$ cat config.mk
export PLATFORM = sky130hd
export DESIGN_NAME = coin_acceptor
export DESIGN_NICKNAME = d
export VERILOG_FILES = /design/src/rtl/coin_acceptor.sv
export SDC_FILE = /design/constraint.sdc
export NUM_CORES = 1
export LEC_CHECK = 0
export CAP_MARGIN = 30
export CELL_PAD_IN_SITES_DETAIL_PLACEMENT = 0
export CELL_PAD_IN_SITES_GLOBAL_PLACEMENT = 1
export CORE_MARGIN = 2
export CORE_UTILIZATION = 40
export CTS_BUF_LIST = sky130_fd_sc_hd__clkbuf_16
export DETAILED_ROUTE_END_ITERATION = 8
export PLACE_DENSITY = 0.69
export SYNTH_ARGS = -nofsm -noshare
export SYNTH_HDL_FRONTEND = slang
export SYNTH_SLANG_ARGS = --single-unit
$ cat constraint.sdc
create_clock -name clk -period 2.3 [get_ports clk]
set_input_delay 0.69 -clock clk [delete_from_list [all_inputs] [get_ports clk]]
set_output_delay 0.69 -clock clk [all_outputs]
set_load 0.03 [all_outputs]
$ cat src/rtl/coin_acceptor.sv
// Coin-slot front end: synchronises, debounces and jam-checks three raw coin
// sensors, queues coin events and issues spaced one-cycle credit pulses.
module coin_acceptor #(
    parameter int DEBOUNCE_CYCLES = 16,
    parameter int GAP_CYCLES      = 2,
    parameter int JAM_CYCLES      = 1000,
    parameter int CNT_W           = 16
) (
    input  logic clk,
    input  logic reset,
    input  logic one_sense,
    input  logic two_sense,
    input  logic five_sense,
    input  logic accept_en,
    output logic one_in,
    output logic two_in,
    output logic five_in,
    output logic coin_reject,
    output logic coin_jam
);

    typedef enum logic [1:0] {IDLE, ISSUE, GAP} arb_state_t;

    localparam int NCH = 3;
    localparam logic [CNT_W-1:0] DEB_LAST = CNT_W'(DEBOUNCE_CYCLES - 1);
    localparam logic [CNT_W-1:0] JAM_MAX  = CNT_W'(JAM_CYCLES);
    localparam int GAP_W = (GAP_CYCLES > 1) ? $clog2(GAP_CYCLES) : 1;
    localparam logic [GAP_W-1:0] GAP_LAST = GAP_W'((GAP_CYCLES > 1) ? GAP_CYCLES - 2 : 0);

    // Channel index: 0 = one rupee, 1 = two rupee, 2 = five rupee.
    logic [NCH-1:0]   sense;
    logic [NCH-1:0]   sync1, sync2, deb, deb_q, jam;
    logic [CNT_W-1:0] deb_cnt [NCH];
    logic [CNT_W-1:0] jam_cnt [NCH];
    logic [1:0]       pend    [NCH];

    logic [NCH-1:0] fall, reject_req, inc, grant;
    logic           jammed;

    arb_state_t       state;
    logic [GAP_W-1:0] gap_cnt;

    assign sense    = {five_sense, two_sense, one_sense};
    assign coin_jam = |jam;

    // NOTE: every variable written here gets a default first, so no path can
    // leave one unassigned and infer a latch.
    always_comb begin
        fall       = deb_q & ~deb;
        reject_req = '0;
        inc        = '0;
        grant      = '0;
        jammed     = 1'b0;
        for (int i = 0; i < NCH; i++) begin
            // A counter already at the limit means the coin sat on the sensor
            // for JAM_CYCLES or more, even if the sticky flag is a cycle late.
            jammed = jam[i] || (jam_cnt[i] == JAM_MAX);
            if (fall[i] && !jammed) begin
                if (!accept_en || pend[i] == 2'd3) reject_req[i] = 1'b1;
                else                               inc[i]        = 1'b1;
            end
        end
        if (state == IDLE) begin
            if      (pend[2] != 2'd0) grant = 3'b100;
            else if (pend[1] != 2'd0) grant = 3'b010;
            else if (pend[0] != 2'd0) grant = 3'b001;
        end
    end

    // NOTE: state is updated with non-blocking assignments so every register
    // samples values from before the edge, independent of statement order.
    // NOTE: the per-channel arrays are a handful of flops, not RAM, so they
    // are cleared by reset like any other state.
    always_ff @(posedge clk or negedge reset) begin
        if (!reset) begin
            sync1       <= '0;
            sync2       <= '0;
            deb         <= '0;
            deb_q       <= '0;
            jam         <= '0;
            coin_reject <= 1'b0;
            for (int i = 0; i < NCH; i++) begin
                deb_cnt[i] <= '0;
                jam_cnt[i] <= '0;
                pend[i]    <= '0;
            end
        end else begin
            sync1       <= sense;
            sync2       <= sync1;
            deb_q       <= deb;
            coin_reject <= |reject_req;
            for (int i = 0; i < NCH; i++) begin
                if (sync2[i] != deb[i]) begin
                    if (deb_cnt[i] == DEB_LAST) begin
                        deb[i]     <= sync2[i];
                        deb_cnt[i] <= '0;
                    end else begin
                        deb_cnt[i] <= deb_cnt[i] + CNT_W'(1);
                    end
                end else begin
                    deb_cnt[i] <= '0;
                end

                if (!deb[i])                   jam_cnt[i] <= '0;
                else if (jam_cnt[i] != JAM_MAX) jam_cnt[i] <= jam_cnt[i] + CNT_W'(1);

                if (fall[i])                    jam[i] <= 1'b0;
                else if (jam_cnt[i] == JAM_MAX) jam[i] <= 1'b1;

                // Simultaneous queue and issue on one channel cancel out.
                case ({inc[i], grant[i]})
                    2'b10:   pend[i] <= pend[i] + 2'd1;
                    2'b01:   pend[i] <= pend[i] - 2'd1;
                    default: pend[i] <= pend[i];
                endcase
            end
        end
    end

    // The IDLE cycle that precedes the next grant is the last cycle of the
    // gap, so GAP holds for GAP_CYCLES-1 cycles and pulses repeat every
    // GAP_CYCLES+1 cycles under back-to-back load.
    always_ff @(posedge clk or negedge reset) begin
        if (!reset) begin
            state   <= IDLE;
            gap_cnt <= '0;
            one_in  <= 1'b0;
            two_in  <= 1'b0;
            five_in <= 1'b0;
        end else begin
            case (state)
                IDLE: begin
                    if (|grant) begin
                        {five_in, two_in, one_in} <= grant;
                        state <= ISSUE;
                    end
                end
                ISSUE: begin
                    {five_in, two_in, one_in} <= 3'b000;
                    gap_cnt <= '0;
                    state   <= (GAP_CYCLES > 1) ? GAP : IDLE;
                end
                GAP: begin
                    if (gap_cnt == GAP_LAST) state <= IDLE;
                    else                     gap_cnt <= gap_cnt + GAP_W'(1);
                end
                default: state <= IDLE;
            endcase
        end
    end

endmodule

# Yosys cells after proc, flatten, opt, wreduce, memory -nomap -nowiden
# Index checks and enable logic that the tools add are counted.
[op_classes]
add_sub_neg = 13
n_eq_ne = 28
mux = 48
bitwise = 2
n_reduce_logical = 33
[op_table]
columns = ["operator", "count"]
rows = [
  ["$mux 16", 12],
  ["$add 16x1->16 const B", 6],
  ["$eq 16x10->1 const B", 3],
  ["$eq 16x4->1 const B", 3],
  ["$ne 16x10->1 const B", 3],
  ["$mux 1", 23],
  ["$reduce_bool 2->1", 11],
  ["$eq 2x2->1 const B", 7],
  ["$pmux 2 s2", 3],
  ["$reduce_and 2->1", 5],
  ["$reduce_or 3->1", 3],
  ["$eq 2x1->1 const B", 4],
  ["$ne 2x1->1 const B", 4],
  ["$pmux 1 s2", 4],
  ["$add 2x1->2 const B", 3],
  ["$logic_or 1x1->1", 6],
  ["$mux 2", 3],
  ["$mux 3", 2],
  ["$pmux 2 s3", 1],
  ["$sub 2x1->2 const B", 3],
  ["$logic_not 1->1", 4],
  ["$and 3x3->3", 1],
  ["$logic_and 1x1->1", 3],
  ["$ne 1x1->1", 3],
  ["other kinds (4)", 4],
]
[totals]
regBits = 124
input_bits = 6
elab_cells = 148

# Depth between registers and ports, before layout
# Gate-level depths: netlist of run 1.
[logic_depth]
word_depth = 8
mapped_depth = 10

# Least setup slack after synthesis of run 1
# OpenSTA, ideal clock, no wires.
[synth_path]
path_kind = "register to register"
startpoint = "reg jam_cnt[32] in the netlist's numbering"
endpoint = "reg pend[5] in the netlist's numbering"
arrival_time_ns = 2.278
required_ns = 2.221
setup_slack_ns = -0.058
path_stages_with_launch = 10
n_path_buf = 1
synth_period_minus_slack_ns = 2.358
cell_sequence = "dfrtp_1 > inv_1 > ha_1 > or4b_1 > or4_1 > clkbuf_1 > nand4_1 > ha_1 > nor2_1 > xor2_1"
[synth_via]
elab_chain_cells = 7
[synth_lines]
columns = ["element", "line_no", "rtl"]
rows = [
  ["from (decl)", "34", "logic [CNT_W-1:0] jam_cnt [NCH];"],
  ["from (signal, indexed assignment)", "84", "jam_cnt[i] <= '0;"],
  ["from (signal, indexed assignment)", "104", "if (!deb[i]) jam_cnt[i] <= '0;"],
  ["$eq 16x10->1 (*)", "57", "jammed = jam[i] || (jam_cnt[i] == JAM_MAX);"],
  ["$logic_or 1x1->1 (*)", "57", ""],
  ["$logic_not 1->1 (*)", "58", "if (fall[i] && !jammed) begin"],
  ["$logic_and 1x1->1 (*)", "58", ""],
  ["$mux 1 (*)", "58", ""],
  ["$eq 2x1->1 or $eq 2x2->1 (tied branches)", "111", "case ({inc[i], grant[i]})"],
  ["$pmux 2 s2 or $reduce_bool 2->1 (tied branches)", "n/a", ""],
  ["to (signal, indexed assignment)", "112", "2'b10: pend[i] <= pend[i] + 2'd1;"],
  ["to (signal, indexed assignment)", "113", "2'b01: pend[i] <= pend[i] - 2'd1;"],
  ["to (signal, indexed assignment)", "114", "default: pend[i] <= pend[i];"],
  ["to (decl)", "35", "logic [1:0] pend [NCH];"],
]
# Every way passes the cells marked *; elsewhere a longest branch is shown, timed or not.
# A chain may end at the register's enable or synchronous reset.

# Final worst setup path of run 1
# Same ends and word-level chain as after synthesis.

==> results.tsv, run 1 <==
metric	value	unit
port bufs	10	
Period minus WS final	2150	ps
outcome	finished clean	
PwrDens	823	nW/um^2
GRT overflow	0	
initial antenna violation count	0	
vias per cell	5.22	
fill count	1329	
detailed-route wire length	11300	um
CTS Root Cell	clkbuf_16	
Final Slew Violations	0	
vias	4300	
Remaining DRCs	0	
FP Rows	44	
area of the multi-input gates	2620	um^2
Bufs on Longest Clock Path	2	
crit-path cells	inv_1 -> ha_1 -> or4b_1 -> or4_4 -> nand4_1 -> ha_1 -> xnor2_1 -> nor2_1 -> xor2_1	
synth warn	0	
sw frac	23.0	%
syn nets	604	
CTS Buf Count	17	
worst-skew pair later-pin latency	410	ps
Static Leak	2.83	nW
Logic pwr share	8.3	%
Fin Clk Skew	5.91	ps
final hold violation count	0	
final hold slack	271	ps
largest net degree at the start of global routing	41	
Reg clk slew, reported paths	50	ps
fin crit share	93.4	%
layout cells sized above 1	9.08	%
die width	125	um
Syn Inst Count	586	
required time of the critical path	2590	ps
vias in the first global route	4372	
hold buffer count at CTS	0	
number of nets in the layout	644	
detailed placer's ending HPWL	7610	um
clock power share	49.7	%
RSZ-0062 raised after global routing	false	
peak supply drop	526	uV
Sinks on Clock Net	123	
crit-path max FO	2	
routability congestion estimate	0.801	
Seq. cell area	3080	um^2
WP buf/inv	1	
H-Tree Depth	4	
Die Span Y	125	um
crit-path max cell delay	440	ps
final setup TNS	0	ps
ANT nets after route	0	
antenna cells	0	
Post-synth ARST share	100	%
cell area after synthesis	5840	um^2
core area	14400	um^2
first-pass GRT wire length	20400	um
crit path DAT	2440	ps
crit start category	flip-flop	
post-synthesis register bit count	123	
internal power	4.40	mW
sequential share of the synthesized area	52.7	%
Fmax	465	MHz
starting density of the core	40.5	%
Pre-antenna DRT Iters	4	
Final setup viols	0	
Finished Core Util	48.2	%
CP Capture Type	flip-flop	
Iteration-0 DRC Markers	253	
hold crit path type	primary input to async pin	
syn avg cell area	9.96	um^2
Reg power frac	41.9	%
Slowest-stage cell, CP	or4_4	
Syn-to-layout area delta	19.0	%
Yosys cell types	41	
Slew HR	62.6	%
number of flops mapped to enable cells by yosys	0	
max_cap viols	0	
CTS tree	built	
WL per Instance	13.8	um
I/O pins	11	
Synth Flop Type	dfrtp_1	
Crit path max-delay family	simple AND/OR/NAND/NOR gates	
Crit Path Category	flip-flop to flip-flop	
most used cell along the critical path	ha_1	
Die Area	15600	um^2
GRT Total Usage	15.8	%
actual slew at the worst max-slew pin	562	ps
switching power	1.32	mW
[flip-flops by register name (all words and copies together), names as in the netlist]
register     cells
deb              3
five_in          1
deb_q            3
one_in           1
jam              3
coin_reject      1
sync2            3
pend             6
deb_cnt         48
sync1            3
state            2
two_in           1
jam_cnt         48
[through the flow]
stage          cell area, um^2  setup WS (ps)  instances  power [mW]
5_1_grt                   6950           5.84        823        5.98
4_1_cts                   6940           3.72        823        5.80
2_1_floorplan             5860           82.3        586        2.73
3_3_place_gp              6310           69.2        791        2.90
3_5_place_dp              6310           25.5        791        2.92
6_report                  6950            151        823        5.72
[final cells by class]
class                      instances  area share, %
multi-input combinational        424           37.7
timing repair buffer              31           4.07
inverter                          29           1.57
clock inverter                    15           2.94
tap                              184           3.31
sequential                       123           44.3
clock buffer                      17           6.12
[synth_stat cells, types with 4 or more instances]
library cell	n	share of area, %
a21oi_1	18	1.5
and3_1	8	0.86
and4_1	4	0.60
clkbuf_1	9	0.58
dfrtp_1	123	53
ha_1	12	2.6
inv_1	26	1.7
nand2_1	33	2.1
nand3_1	33	2.8
nand4_1	25	2.7
nor2_1	91	5.8
nor3_1	24	2.1
nor4_1	23	2.5
o21ai_0	11	0.94
o31ai_1	4	0.51
or3_1	16	1.7
or4_1	7	0.90
xnor2_1	58	8.7
xor2_1	23	3.4
[power by group through the flow]
stage	Combinational (mW)	Sequential, mW	Clock [mW]
2_1_floorplan	0.298	2.44	0
6_report	0.476	2.40	2.84
4_1_cts	0.489	2.40	2.92
3_3_place_gp	0.471	2.43	0
5_1_grt	0.545	2.41	3.03
3_5_place_dp	0.487	2.43	0
[per-layer routing]
layer  vias up  GRT usage [%]  share of wire (%)
li1       2122              -                  -
met4         0           4.90                1.1
met1      2108           21.2                 49
met5         -              0                  0
met3        11           4.81                3.3
met2        59           24.8                 46
[what timing repair did]
item | 4_1_cts | 5_1_grt
setup endpoints to repair | 0 | 2
resized for setup | 0 | 2
buffers inserted | 0 | 0
[worst register-to-register path, cell delays in order (launching register included)]
cell	delay, ps
dfrtp_1	370
inv_1	60
ha_1	140
or4b_1	430
or4_4	440
nand4_1	110
ha_1	160
xnor2_1	120
nor2_1	70
xor2_1	140
[cell usage in the layout (no fill, tap or decap), types with 3 or more instances in the layout]
cell type and n:
and4_1 4, ha_1 12, or4_1 6, inv_1 26, nand3_1 33, clkinv_1 7
nor2b_1 3, mux2_2 3, bufinv_16 5, nor3_1 24, xor2_1 23, clkbuf_16 17
clkdlybuf4s50_1 8, nand4_1 25, buf_4 20, o21ai_0 11, mux2i_1 3, a22oi_1 3
clkinv_2 3, and3_1 8, o31ai_1 4, nand2_1 33, a21oi_1 18, xnor2_1 58
nor4_1 23, dfrtp_1 123, or3_1 16, nor2_1 91
[final timing paths]
kind                                         start                 endpoint  slack, ps  cells after the start
max                        jam_cnt[32]$_DFFE_PN0P_      pend[5]$_DFFE_PN0P_        150                      9
min reg2reg                     sync1[1]$_DFF_PN0_       sync2[1]$_DFF_PN0_        350                      0
min in group clk                sync1[1]$_DFF_PN0_       sync2[1]$_DFF_PN0_        350                      0
max in group asynchronous                    reset    deb_cnt[18]$_DFF_PN0_       1430                      2
max reg2reg                jam_cnt[32]$_DFFE_PN0P_      pend[5]$_DFFE_PN0P_        150                      9
min                                          reset  jam_cnt[22]$_DFFE_PN0P_        270                      1
[cell families after synthesis]
kind of cell,Yosys count,synth area share (%)
adders and majority gates,12,2.57
DFF,123,52.7
and+or+nand+nor,282,24.6
xor gates and xnor gates,81,12.1
buffers and inverters,39,2.53
muxes,6,1.09
AOI/OAI and AO/OA,43,4.33
No activity file was read; power rests on OpenSTA's default activity.
==> run 2, diff against run 1 <==
CAP_MARGIN = 15   (was 30)
==> results of run 2 <==
No change in the layout: final DEF, timing and power equal those of run 1.
==> run 3, diff against run 2 <==
CTS_CLUSTER_SIZE = 40   (was not set)
==> results of run 3 <==
No change in the layout: final DEF, timing and power equal those of run 1.
==> variant: new RTL, config.mk and constraints of run 3 <==
`CNT_W`: 16 -> 18.
--- a/src/rtl/coin_acceptor.sv
+++ b/src/rtl/coin_acceptor.sv
@@ -6,3 +6,3 @@
     parameter int JAM_CYCLES      = 1000,
-    parameter int CNT_W           = 16
+    parameter int CNT_W           = 18
 ) (
Check against the original RTL: same outputs for any inputs over 10 cycles, from zero or initial values and one cycle with reset low; that may be too few to reach the edited logic, so the function may still have changed.
==> variant against run 3 <==
Synthesized area rose by 14%; combinational power grew 15%; cell area up 13%; sequential share of layout area fell by 1.2 points; via count up 15%; setup slack got worse by 0.047 ns; sequential cell count up 12; routed wire length is 16% higher; global-route usage is 0.14 points higher; count of clock-buffer cells in the layout stayed put; maximum frequency down 2.2%; core utilization fell by 0.58 points; clock skew is 0.0015 ns higher; total power increased by 4.4%; highest routed layer unchanged.
==> variant: results (changes against run 3) <==
status - complete, no violations (unchanged)
Gate Count Post-Synth - 670 (was 586)
DR vias - 4,958 (was 4,300)
WL final - 13.15 mm (was 11.34 mm)
layout cells sized above 1 - 10.66% (was 9.077%)
synth cell count leaders - dfrtp_1, nor2_1, xor2_1 (was dfrtp_1, nor2_1, xnor2_1)
reg2reg setup slack - 0.12 ns (was 0.15 ns)
dpl hpwl - 9.058 mm (was 7.612 mm)
Largest regs - deb_cnt (54), jam_cnt (54), pend (6) (was deb_cnt (48), jam_cnt (48), pend (6))
Reg-to-Reg Start - jam_cnt[18] (was jam_cnt[32])
Area after DPL - 7188 sq um (was 6311 sq um)
Final Skew - 0.007369 ns (was 0.005906 ns)
vias in the first global route - 4,901 (was 4,372)
Seq/Total Area, Yosys - 50.60% (was 52.71%)
clk root buf - clkbuf_16 (unchanged)
dpl cells - 909 (was 791)
Critical Path Start - accept_en (was jam_cnt[32])
largest net degree at the start of global routing - 46 (was 41)
Layout Utilization - 47.58% (was 48.16%)
syn_nets - 688 (was 604)
Tot GR Track Use - 15.96% (was 15.82%)
hold_buf cts - 0 (unchanged)
synth unique cells - 47 (was 41)
FILL cells - 1,523 (was 1,329)
initial antenna violation count - 0 (unchanged)
Async SR Flop Fraction - 100.0% (unchanged)
H-tree lvl count - 4 (unchanged)
non-filler instance count after layout - 942 (was 823)
Initial DRC Count - 316 (was 253)
CP Data Arrival Time - 2.53 ns (was 2.44 ns)
routability cong. - 0.7892 (was 0.8008)
Synth area leaders - dfrtp_1, xor2_1, nor2_1 (was dfrtp_1, xnor2_1, nor2_1)
CP endpoint - pend[3] (was pend[5])
Worst R2R End - pend[3] (was pend[5])
Place WS - -0.4769 ns (was 0.02548 ns)
nets - 727 (was 644)
Leak - 0.003208 uW (was 0.002829 uW)
global-route wire length before repair - 23.00 mm (was 20.36 mm)
cells on worst reg2reg path - 10 (was 9)
Slew @ Worst Pin - 0.6028 ns (was 0.5617 ns)
Synth warnings - 0 (unchanged)
Worst-path clk slew - 0.06 ns
maximum vdd ir drop - 0.5190 mV (was 0.5265 mV)
hold_ws - 0.2010 ns (was 0.2712 ns)
==> variant: cell types whose count changed after synthesis, sizes merged, moves of 9 or more <==
cell,delta
xor2,+23
xnor2,-33
nor2,-12
o21ai,+21
or4,+9
and4,+11
dfrtp,+12
a21oi,+22
==> variant: kinds of logic after synthesis <==
group	synth area share, %
compound gates	9.127
xor+xnor	9.314
fa+ha+maj	2.249
buf+inv	2.417
flops	50.60
mux	1.106
simple gates	25.19
==> variant: critical path, cell delays in order <==
cell and delay [ns]:
clkdlybuf4s50_1 0.50, a21boi_0 0.25, or4b_4 0.51, ha_4 0.17
xnor2_1 0.11, nor2_1 0.13, xor2_1 0.17
==> variant: final cells by class <==
cell class | instances | area share, %
well taps | 220 | 3.514
multi-input cells | 497 | 40.66
clock inverters | 15 | 2.364
flip-flops and latches | 135 | 43.12
clock buffers | 17 | 5.430
repair buffers | 32 | 3.658
inverters | 26 | 1.246
==> variant: routing by layer <==
layer,share of wire (%),routed length (microns),vias to the layer above,global-route usage (%)
met3,2.7,349,4,4.756
li1,-,-,2492,-
met4,0.56,74,0,4.669
met1,48,6363,2410,21.02
met5,0,0,-,0
met2,48,6363,52,25.65
==> variant: timing repair <==
| item | in CTS | in global routing |
|---|---|---|
| pin swaps | 0 | 1 |
| resized for setup | 5 | 6 |
| cloned | 0 | 0 |
| endpoints found under the setup margin | 3 | 2 |
| buffers inserted | 0 | 1 |
==> variant: where the power goes <==
group	switching [uW]	leakage [uW]	total, uW	internal [uW]
registers	124	0.00185	2620	2500
logic	285	0.00106	546	260
clock network	1010	0.000300	2800	1800
total	1420	0.00321	5970	4550
